==> config.mk <==
export PLATFORM = sky130hd
export DESIGN_NAME = multicycle_control_unit_flat
export DESIGN_NICKNAME = d
export VERILOG_FILES = /design/src/rtl/mips_ctrl_pkg.sv /design/src/rtl/multicycle_control_unit_if.sv /design/src/rtl/mcu_out_decode.sv /design/src/rtl/multicycle_control_unit.sv /design/src/flat_wrapper.sv
export SDC_FILE = /design/constraint.sdc
export NUM_CORES = 1
export LEC_CHECK = 0
export ABC_AREA = 1
export BUFFER_PORTS_ARGS = -buffer_cell sky130_fd_sc_hd__buf_2
export CORE_AREA = 2 2 74 76
export CTS_CLUSTER_DIAMETER = 120
export DETAILED_ROUTE_END_ITERATION = 10
export DIE_AREA = 0 0 76 78
export MAX_ROUTING_LAYER = met4
export PLACE_DENSITY = 0.8
export SETUP_SLACK_MARGIN = 0.3
export SLEW_MARGIN = 5
export SYNTH_ARGS = -nofsm -noshare
export SYNTH_HDL_FRONTEND = slang
export SYNTH_HIERARCHICAL = 1
export SYNTH_SLANG_ARGS = --single-unit
==> constraint.sdc <==
create_clock -name clk -period 5.4 [get_ports clk]
set_clock_uncertainty 0.05 [all_clocks]
set_input_delay 0.54 -clock clk [delete_from_list [all_inputs] [get_ports clk]]
set_output_delay 0.54 -clock clk [all_outputs]
set_load 0.1 [all_outputs]
==> src/rtl/mips_ctrl_pkg.sv <==
// Shared types and encodings for the multicycle MIPS control unit.
// MCU_JUMP_EN: when defined, opcode 000010 dispatches to the JUMP state.
package mips_ctrl_pkg;

    localparam int unsigned OP_W = 6;

    localparam logic [OP_W-1:0] OP_RTYPE = 6'b000000;
    localparam logic [OP_W-1:0] OP_LW    = 6'b100011;
    localparam logic [OP_W-1:0] OP_SW    = 6'b101011;
    localparam logic [OP_W-1:0] OP_BEQ   = 6'b000100;
    localparam logic [OP_W-1:0] OP_ADDI  = 6'b001000;
    localparam logic [OP_W-1:0] OP_J     = 6'b000010;

    typedef enum logic [3:0] {
        S_IDLE,
        S_FETCH,
        S_DECODE,
        S_MEMADR,
        S_MEMRD,
        S_MEMWB,
        S_MEMWR,
        S_EXEC,
        S_RWB,
        S_BRANCH,
        S_ADDIEX,
        S_ADDIWB,
`ifdef MCU_JUMP_EN
        S_JUMP,
`endif
        S_ILLEGAL
    } state_e;

    typedef enum logic [1:0] {
        ALU_ADD   = 2'b00,
        ALU_SUB   = 2'b01,
        ALU_FUNCT = 2'b10
    } alu_op_e;

    typedef enum logic [1:0] {
        SRCB_REG     = 2'b00,
        SRCB_FOUR    = 2'b01,
        SRCB_IMM     = 2'b10,
        SRCB_IMM_SH2 = 2'b11
    } alu_srcb_e;

    typedef enum logic [1:0] {
        PC_ALU    = 2'b00,
        PC_ALUOUT = 2'b01,
        PC_JUMP   = 2'b10
    } pc_src_e;

    // Full set of datapath control lines for one cycle
    typedef struct packed {
        logic      mem_req;
        logic      iord;
        logic      mem_write;
        logic      ir_write;
        logic      reg_dst;
        logic      memto_reg;
        logic      reg_write;
        logic      alu_src_a;
        logic      branch;
        logic      pc_write;
        alu_srcb_e alu_src_b;
        alu_op_e   alu_op;
        pc_src_e   pc_src;
        logic      illegal_op;
    } ctrl_t;

    // State entered from DECODE for a given opcode
    function automatic state_e dispatch_state(input logic [OP_W-1:0] op);
        state_e s;
        s = S_ILLEGAL;
        case (op)
            OP_LW, OP_SW: s = S_MEMADR;
            OP_RTYPE:     s = S_EXEC;
            OP_BEQ:       s = S_BRANCH;
            OP_ADDI:      s = S_ADDIEX;
`ifdef MCU_JUMP_EN
            OP_J:         s = S_JUMP;
`endif
            default:      s = S_ILLEGAL;
        endcase
        return s;
    endfunction

endpackage

==> src/rtl/multicycle_control_unit_if.sv <==
// Control-unit to datapath/memory bundle: opcode and memory ready in, controls out.
interface multicycle_control_unit_if import mips_ctrl_pkg::*; #(
    parameter int unsigned OPCODE_W = OP_W,
    parameter int unsigned CNT_W    = 32
);
    logic [OPCODE_W-1:0] OPCode;
    logic                mem_ready;
    logic                mem_req;
    logic                IorD;
    logic                MemWrite;
    logic                IRWrite;
    logic                RegDst;
    logic                MemtoReg;
    logic                RegWrite;
    logic                ALUSrcA;
    logic                Branch;
    logic                PCWrite;
    logic [1:0]          ALUSrcB;
    logic [1:0]          ALUop;
    logic [1:0]          PCSrc;
    logic                illegal_op;
    logic [CNT_W-1:0]    retired;

    modport master (
        input  OPCode, mem_ready,
        output mem_req, IorD, MemWrite, IRWrite, RegDst, MemtoReg, RegWrite,
               ALUSrcA, Branch, PCWrite, ALUSrcB, ALUop, PCSrc, illegal_op, retired
    );

    modport slave (
        output OPCode, mem_ready,
        input  mem_req, IorD, MemWrite, IRWrite, RegDst, MemtoReg, RegWrite,
               ALUSrcA, Branch, PCWrite, ALUSrcB, ALUop, PCSrc, illegal_op, retired
    );
endinterface

==> src/rtl/mcu_out_decode.sv <==
// Combinational decode of FSM state (plus mem_ready in FETCH) into datapath controls.
// MCU_JUMP_EN: when defined, the JUMP state drives PCWrite with the jump target.
module mcu_out_decode import mips_ctrl_pkg::*; (
    input  state_e state,
    input  logic   mem_ready,
    output ctrl_t  ctrl_c
);

    // Per-state control values; everything not named is zero
    always_comb begin
        ctrl_c = '0;
        case (state)
            S_FETCH: begin
                ctrl_c.mem_req   = 1'b1;
                ctrl_c.alu_src_b = SRCB_FOUR;
                ctrl_c.ir_write  = mem_ready;
                ctrl_c.pc_write  = mem_ready;
            end
            S_DECODE: begin
                ctrl_c.alu_src_b = SRCB_IMM_SH2;
            end
            S_MEMADR: begin
                ctrl_c.alu_src_a = 1'b1;
                ctrl_c.alu_src_b = SRCB_IMM;
            end
            S_MEMRD: begin
                ctrl_c.mem_req = 1'b1;
                ctrl_c.iord    = 1'b1;
            end
            S_MEMWB: begin
                ctrl_c.reg_write = 1'b1;
                ctrl_c.memto_reg = 1'b1;
            end
            S_MEMWR: begin
                ctrl_c.mem_req   = 1'b1;
                ctrl_c.iord      = 1'b1;
                ctrl_c.mem_write = 1'b1;
            end
            S_EXEC: begin
                ctrl_c.alu_src_a = 1'b1;
                ctrl_c.alu_src_b = SRCB_REG;
                ctrl_c.alu_op    = ALU_FUNCT;
            end
            S_RWB: begin
                ctrl_c.reg_write = 1'b1;
                ctrl_c.reg_dst   = 1'b1;
            end
            S_BRANCH: begin
                ctrl_c.alu_src_a = 1'b1;
                ctrl_c.alu_src_b = SRCB_REG;
                ctrl_c.alu_op    = ALU_SUB;
                ctrl_c.branch    = 1'b1;
                ctrl_c.pc_src    = PC_ALUOUT;
            end
            S_ADDIEX: begin
                ctrl_c.alu_src_a = 1'b1;
                ctrl_c.alu_src_b = SRCB_IMM;
            end
            S_ADDIWB: begin
                ctrl_c.reg_write = 1'b1;
            end
`ifdef MCU_JUMP_EN
            S_JUMP: begin
                ctrl_c.pc_write = 1'b1;
                ctrl_c.pc_src   = PC_JUMP;
            end
`endif
            S_ILLEGAL: begin
                ctrl_c.illegal_op = 1'b1;
            end
            default: begin
                ctrl_c = '0;
            end
        endcase
    end

endmodule

==> src/rtl/multicycle_control_unit.sv <==
// Multicycle MIPS control unit: state register, next-state logic, retire counter.
// MCU_JUMP_EN: when defined, opcode 000010 executes as a jump; otherwise it is illegal.
module multicycle_control_unit import mips_ctrl_pkg::*; #(
    parameter int unsigned OPCODE_W = OP_W,
    parameter int unsigned CNT_W    = 32
) (
    input  logic                       clk,
    input  logic                       reset,
    multicycle_control_unit_if.master  bus
);

    state_e              state_q, state_d;
    logic [CNT_W-1:0]    retired_q, retired_d;
    logic                retire_c;
    logic [OPCODE_W-1:0] opcode;
    ctrl_t               ctrl_c;

    assign opcode = bus.OPCode;

    // State register with synchronous reset
    always_ff @(posedge clk) begin
        if (reset) begin
            state_q <= S_IDLE;
        end else begin
            state_q <= state_d;
        end
    end

    // Next-state: memory states hold until mem_ready, others advance unconditionally
    always_comb begin
        state_d = state_q;
        case (state_q)
            S_IDLE:    state_d = S_FETCH;
            S_FETCH:   if (bus.mem_ready) state_d = S_DECODE;
            S_DECODE:  state_d = dispatch_state(opcode);
            S_MEMADR:  state_d = (opcode == OP_SW) ? S_MEMWR : S_MEMRD;
            S_MEMRD:   if (bus.mem_ready) state_d = S_MEMWB;
            S_MEMWB:   state_d = S_FETCH;
            S_MEMWR:   if (bus.mem_ready) state_d = S_FETCH;
            S_EXEC:    state_d = S_RWB;
            S_RWB:     state_d = S_FETCH;
            S_BRANCH:  state_d = S_FETCH;
            S_ADDIEX:  state_d = S_ADDIWB;
            S_ADDIWB:  state_d = S_FETCH;
`ifdef MCU_JUMP_EN
            S_JUMP:    state_d = S_FETCH;
`endif
            S_ILLEGAL: state_d = S_FETCH;
            default:   state_d = S_IDLE;
        endcase
    end

    // An instruction retires when a completing state hands back to FETCH
    always_comb begin
        retire_c = 1'b0;
        if (state_d == S_FETCH) begin
            case (state_q)
                S_MEMWB, S_MEMWR, S_RWB, S_BRANCH, S_ADDIWB: retire_c = 1'b1;
`ifdef MCU_JUMP_EN
                S_JUMP: retire_c = 1'b1;
`endif
                default: retire_c = 1'b0;
            endcase
        end
        retired_d = retired_q + CNT_W'(retire_c);
    end

    // Retired-instruction counter, wraps naturally
    always_ff @(posedge clk) begin
        if (reset) begin
            retired_q <= '0;
        end else begin
            retired_q <= retired_d;
        end
    end

    // Output decode of the current state
    mcu_out_decode u_out_decode (
        .state     (state_q),
        .mem_ready (bus.mem_ready),
        .ctrl_c    (ctrl_c)
    );

    assign bus.mem_req    = ctrl_c.mem_req;
    assign bus.IorD       = ctrl_c.iord;
    assign bus.MemWrite   = ctrl_c.mem_write;
    assign bus.IRWrite    = ctrl_c.ir_write;
    assign bus.RegDst     = ctrl_c.reg_dst;
    assign bus.MemtoReg   = ctrl_c.memto_reg;
    assign bus.RegWrite   = ctrl_c.reg_write;
    assign bus.ALUSrcA    = ctrl_c.alu_src_a;
    assign bus.Branch     = ctrl_c.branch;
    assign bus.PCWrite    = ctrl_c.pc_write;
    assign bus.ALUSrcB    = ctrl_c.alu_src_b;
    assign bus.ALUop      = ctrl_c.alu_op;
    assign bus.PCSrc      = ctrl_c.pc_src;
    assign bus.illegal_op = ctrl_c.illegal_op;
    assign bus.retired    = retired_q;

endmodule

==> src/flat_wrapper.sv <==
// flat-port wrapper written by rule: the top's interface ports become plain ports
module multicycle_control_unit_flat import mips_ctrl_pkg::*;
#(
    parameter int unsigned OPCODE_W = OP_W,
    parameter int unsigned CNT_W    = 32
)
  (clk, reset, bus_OPCode, bus_mem_ready, bus_mem_req, bus_IorD, bus_MemWrite, bus_IRWrite, bus_RegDst, bus_MemtoReg, bus_RegWrite, bus_ALUSrcA, bus_Branch, bus_PCWrite, bus_ALUSrcB, bus_ALUop, bus_PCSrc, bus_illegal_op, bus_retired);
  multicycle_control_unit_if #(.OPCODE_W(OPCODE_W), .CNT_W(CNT_W)) bus_i ();
  input  logic clk;
  input  logic reset;
  input wire logic [$bits(bus_i.OPCode)-1:0] bus_OPCode;
  input wire logic [$bits(bus_i.mem_ready)-1:0] bus_mem_ready;
  output wire logic [$bits(bus_i.mem_req)-1:0] bus_mem_req;
  output wire logic [$bits(bus_i.IorD)-1:0] bus_IorD;
  output wire logic [$bits(bus_i.MemWrite)-1:0] bus_MemWrite;
  output wire logic [$bits(bus_i.IRWrite)-1:0] bus_IRWrite;
  output wire logic [$bits(bus_i.RegDst)-1:0] bus_RegDst;
  output wire logic [$bits(bus_i.MemtoReg)-1:0] bus_MemtoReg;
  output wire logic [$bits(bus_i.RegWrite)-1:0] bus_RegWrite;
  output wire logic [$bits(bus_i.ALUSrcA)-1:0] bus_ALUSrcA;
  output wire logic [$bits(bus_i.Branch)-1:0] bus_Branch;
  output wire logic [$bits(bus_i.PCWrite)-1:0] bus_PCWrite;
  output wire logic [$bits(bus_i.ALUSrcB)-1:0] bus_ALUSrcB;
  output wire logic [$bits(bus_i.ALUop)-1:0] bus_ALUop;
  output wire logic [$bits(bus_i.PCSrc)-1:0] bus_PCSrc;
  output wire logic [$bits(bus_i.illegal_op)-1:0] bus_illegal_op;
  output wire logic [$bits(bus_i.retired)-1:0] bus_retired;
  assign bus_i.OPCode = bus_OPCode;
  assign bus_i.mem_ready = bus_mem_ready;
  assign bus_mem_req = bus_i.mem_req;
  assign bus_IorD = bus_i.IorD;
  assign bus_MemWrite = bus_i.MemWrite;
  assign bus_IRWrite = bus_i.IRWrite;
  assign bus_RegDst = bus_i.RegDst;
  assign bus_MemtoReg = bus_i.MemtoReg;
  assign bus_RegWrite = bus_i.RegWrite;
  assign bus_ALUSrcA = bus_i.ALUSrcA;
  assign bus_Branch = bus_i.Branch;
  assign bus_PCWrite = bus_i.PCWrite;
  assign bus_ALUSrcB = bus_i.ALUSrcB;
  assign bus_ALUop = bus_i.ALUop;
  assign bus_PCSrc = bus_i.PCSrc;
  assign bus_illegal_op = bus_i.illegal_op;
  assign bus_retired = bus_i.retired;
  multicycle_control_unit #(.OPCODE_W(OPCODE_W), .CNT_W(CNT_W)) u_core (.clk(clk), .reset(reset), .bus(bus_i));
endmodule
======== Word-level counts from Yosys, hierarchy flattened ========
Index checks and enable logic that the tools add are counted.
storage, ports and cells
  input port bits ......................... 9
  logic and storage cells ................. 51
  bits in registers ....................... 36
operators by class
  reduce and logical (&&, ||, !) cells .... 10
  add/sub/neg operators ................... 1
  equal/unequal tests ..................... 17
  multiplexer cells ....................... 21
operator list
  cell                                                              number
  32-bit by 1-bit adder with 32-bit output                          1
  4-bit one-hot mux with 8 select lines                             1
  4-bit == test (second input constant)                             5
  4-bit by 3-bit == test with 1-bit output (second input constant)  4
  4-bit one-hot mux with 4 select lines                             1
  1-bit 2-to-1 mux                                                  13
  6-bit == test (second input constant)                             2
  4-bit 2-to-1 mux                                                  3
  4-bit by 1-bit == test with 1-bit output (second input constant)  2
  4-bit by 2-bit == test with 1-bit output (second input constant)  2
  6-bit by 3-bit == test with 1-bit output (second input constant)  1
  6-bit by 4-bit == test with 1-bit output (second input constant)  1
  6-bit logical NOT                                                 1
  2-bit one-hot mux with 3 select lines                             1
  2-bit OR reduction                                                3
  3-bit OR reduction                                                2
  6-bit OR reduction                                                1
  5-bit OR reduction                                                1
  4-bit logical NOT                                                 1
  2-bit one-hot mux with 2 select lines                             1
  4-bit OR reduction                                                1
  2-bit 2-to-1 mux                                                  1

======== Logic depth before layout (Yosys ltp) ========
  word-level depth ........................ 7
  gate-level depth with buffers ........... 18
  gate-level depth less buffers ........... 18

======== Hierarchy ========
The synthesis kept the hierarchy.
by module, submodules not included
  module                   cells each  sequential area each (µm²)  area each (µm²)  instances
  multicycle_control_unit  343         720.7                       2054.5           1
  mcu_out_decode           38          0.0                         168.9            1

======== Worst setup path after synthesis ========
No wires, ideal clock.
  path type ............................... register to output
  from .................................... register u_core.state_q[1]
  to ...................................... output port bus_ALUSrcB[0]
  stages on the path, launching flop included .. 3
  buffers on the path ..................... 0
  slack ................................... 2023 ps
  data required time ...................... 4810 ps
  arrival ................................. 2787 ps
  cell sequence ........................... dfxtp_1 nand2_1 a21boi_0
on the way
  longest elaborated chain between the ends .. 3
ends and longest elaborated chain
  item                                                                              RTL line                       RTL
  start, declared                                                                   multicycle_control_unit.sv:12  state_e state_q, state_d;
  start signal, assigned                                                            multicycle_control_unit.sv:25  state_q <= state_d;
  4-bit by 2-bit == test with 1-bit output / 4-bit == test (equally long branches)  mcu_out_decode.sv:12           case (state)
  2-bit OR reduction (no source line)                                               n/a
  2-bit one-hot mux with 3 select lines *                                           mcu_out_decode.sv:12
  end, declared                                                                     flat_wrapper.sv:23             output wire logic [$bits(bus_i.ALUSrcB)-1:0] bus_ALUSrcB;
Every way passes the cells marked *; elsewhere a longest branch is shown, timed or not.

======== Final worst setup path ========
  from .................................... register u_core.state_q[1]
  to ...................................... register u_core.retired_q[20], in the netlist u_core/bus.retired[20]
on the way
  longest elaborated chain between the ends .. 6
ends and longest elaborated chain
  item                                        RTL line                       RTL
  4-bit == test (tied with other cells)       multicycle_control_unit.sv:32  case (state_q)
  6-bit OR reduction (no source line)         n/a
  4-bit one-hot mux with 8 select lines       multicycle_control_unit.sv:32
  4-bit by 1-bit == test with 1-bit output    multicycle_control_unit.sv:56  if (state_d == S_FETCH) begin
  1-bit 2-to-1 mux *                          multicycle_control_unit.sv:56
  32-bit by 1-bit adder with 32-bit output *  multicycle_control_unit.sv:65  retired_d = retired_q + CNT_W'(retire_c);
  end signal, assigned                        multicycle_control_unit.sv:73  retired_q <= retired_d;
  end, declared                               multicycle_control_unit.sv:13  logic [CNT_W-1:0] retired_q, retired_d;
Marks and branches as above.
A chain may end at the register's enable or synchronous reset.

==> impl_metrics.env <==
export IMPL_status="finished clean"
export IMPL_maxCapViolCount=0
export IMPL_cp_arrival_ns=2.73
export IMPL_synth_xor_area_share_pct=1.970
export IMPL_start_util_pct=44.09
export IMPL_antenna_cells=0
export IMPL_period_needed_ns=2.588
export IMPL_grt_pass1_wl_um=10180
export IMPL_routedWlPerCell_um=11.77
export IMPL_synth_edf_count=0
export IMPL_fin_crit_sh_pct=47.92
export IMPL_ys_flop_type="dfxtp_1"
export IMPL_first_pass_iters=4
export IMPL_synth_mux_area_share_pct=0
export IMPL_grt_busiest_layer="met2"
export IMPL_cts_resized=0
export IMPL_cts_htree_levels=2
export IMPL_ys_ff_latch=36
export IMPL_area_growth_synth_to_final_pct=22.17
export IMPL_numPortBuffers=56
export IMPL_fmax_ghz=0.3864
export IMPL_max_slew_margin_pct=60.86
export IMPL_finalSetupTns_ns=0
export IMPL_antenna_found_initial=0
export IMPL_grt_usage_pct=21.40
export IMPL_io_pins=58
export IMPL_root_buffer="clkbuf_8"
export IMPL_dpl_worst_slack_ns=2.709
export IMPL_clock_latency_ns=0.29
export IMPL_final_setup_viol_count=0
export IMPL_place_congestion=0.8926
export IMPL_final_area_um2=2716
export IMPL_synth_area_um2=2223
export IMPL_die_area_um2=5928
export IMPL_synth_warnings=6
export IMPL_grt_overflow=0
export IMPL_crit_path_end_kind="flop"
export IMPL_post_cts_setup_buffer_count=0
export IMPL_drt_wl_total_um=5990
export IMPL_finalHoldViolCount=0
export IMPL_die_w_um=76
export IMPL_rsz0062_at_grt="no"
export IMPL_nets=449
export IMPL_rows=26
export IMPL_postRouteAntennaNets=0
export IMPL_dp_cells=501
export IMPL_power_density_nw_per_um2=268.5
export IMPL_layout_setup_ws_ns=2.812
export IMPL_yosysUniqueCellTypes=26
export IMPL_vdd_drop_max_mv=0.1650
export IMPL_vias=2562
export IMPL_postCtsHoldBufs=0
export IMPL_grtUsageMet1_pct=25.21
export IMPL_synth_top_family_by_area="simple AND/OR/NAND/NOR gates"
export IMPL_path_clk_slew_ns=0.07
export IMPL_grt_met3_usage_pct=3.605
export IMPL_die_y_um=78
export IMPL_power_w=0.0007293
export IMPL_synthSimpleGateAreaFrac_pct=45.58
export IMPL_final_common_cell="nand2_1"
export IMPL_mostFrequentLayoutCells="nand2_1, nor2_1, buf_2"
export IMPL_avgViaCountPerCell=5.033
export IMPL_syn_num_nets=392
export IMPL_postPlaceCellArea_um2=2557
export IMPL_cts_tree="built"
export IMPL_crit_required_ns=5.54
export IMPL_synthArstFlopShare_pct=0
export IMPL_numCtsBuffers=5
export IMPL_core_um2=5042
export IMPL_drcViolationCount=0
export IMPL_drive_gt1_share_pct=17.54
export IMPL_synth_area_per_cell_um2=5.836
export IMPL_critPathMaxFanout=10
export IMPL_drv_slew=0
export IMPL_start_kind="flop"
export IMPL_clkSinkCount=36
export IMPL_clk_path_buf_depth=2
export IMPL_hold_path_class="reg -> reg"
export IMPL_syn_instance_count=381
export IMPL_met2_usage_pct=37.50
export IMPL_grt_pass1_vias=2344
export IMPL_crit_type="reg -> reg"
export IMPL_worst_pin_slew_ns=0.5872
export IMPL_stdcell_count=509
export IMPL_post_synth_fa_ha_maj_area_fraction_pct=1.125
export IMPL_dp_hpwl_um=4539
export IMPL_grt_start_max_net_pins=30
export IMPL_ys_seq_area_share_pct=32.41
export IMPL_synth_compound_area_share_pct=8.948
export IMPL_p_leak_nw=1.118
export IMPL_drt_iter0_drc=160
## state kept, by name (all words and copies together), names as in the netlist
register            count
u_core/bus.retired     32
u_core/state_q          4
## metrics by stage
| step | util (%) | hold slack [ns] |
|---|---|---|
| finish | 53.87 | 0.4282 |
| detailed placement | 50.72 | 0.4218 |
| global placement | 50.72 | 0.4095 |
| global route | 53.87 | 0.4655 |
| floorplan | - | 0.5596 |
| CTS | 53.87 | 0.4325 |
## layout make-up
class                      count  area, um^2
clock buffer                   5       68.82
clock inverter                 3       90.09
fill                         524        2326
inverter                      49       183.9
multi-input combinational    290        1285
sequential                    36       720.7
tap                           70       87.58
timing repair buffer          56       280.3
## cells by family after synthesis
kind of cell	count (synthesis)
XOR/XNOR	5
AND/OR/NAND/NOR	244
buffers and inverters	55
adder cells (fa/ha/maj)	2
other	1
AO/OA/AOI/OAI	38
flip-flops	36
## report_power, final
part           total, W  switching (W)  internal, W
clock network  0.000331       0.000100     0.000231
logic          0.000122       0.000101    0.0000211
registers      0.000275     0.00000689     0.000269
total          0.000729       0.000209     0.000521
## layer usage
layer | routed length, um | part of all wire (%)
met4 | 146 | 2.4
met1 | 2539 | 42
met5 | 0 | 0
met3 | 358 | 6.0
met2 | 2945 | 49
## synth_stat cells, types with 2 or more instances
master    count  area (um^2)
clkbuf_1      3        11.26
nand2_1     115        431.7
inv_1        47        176.4
nand3_1      29        145.1
nor2_2        7        43.79
nor2_4        2        22.52
nand4_1       3        18.77
buf_4         3        22.52
o21ai_0      11        55.05
nand2_2       2        12.51
dfxtp_1      36        720.7
xnor2_1       4        35.03
nor3_1        6        30.03
a21oi_1      23        115.1
ha_1          2        25.02
nor2_1       78        292.8
## final timing paths
path	start	slack [ns]	to	depth (start not counted)
max	u_core/state_q[1]$_SDFF_PP0_	2.81	u_core/bus.retired[20]$_SDFF_PP0_	15
min	u_core/bus.retired[31]$_SDFF_PP0_	0.43	u_core/bus.retired[31]$_SDFF_PP0_	2
max reg2reg	u_core/state_q[1]$_SDFF_PP0_	2.81	u_core/bus.retired[20]$_SDFF_PP0_	15
min reg2reg	u_core/bus.retired[31]$_SDFF_PP0_	0.43	u_core/bus.retired[31]$_SDFF_PP0_	2
## critical path, cell delays in order, from the launching register on
cell and delay [ns]:
dfxtp_1 0.51, nand2_1 0.14, nor2_1 0.25, nand2_1 0.09, nand3_1 0.11, nand2_1 0.06, inv_1 0.05, ha_1 0.18
ha_1 0.22, nand3_1 0.15, nor2_2 0.21, nand3_2 0.13, nor2_1 0.15, nand2_1 0.07, nand2_1 0.06, nor2_1 0.05
Note: power is estimated with default switching activity, not from simulation.
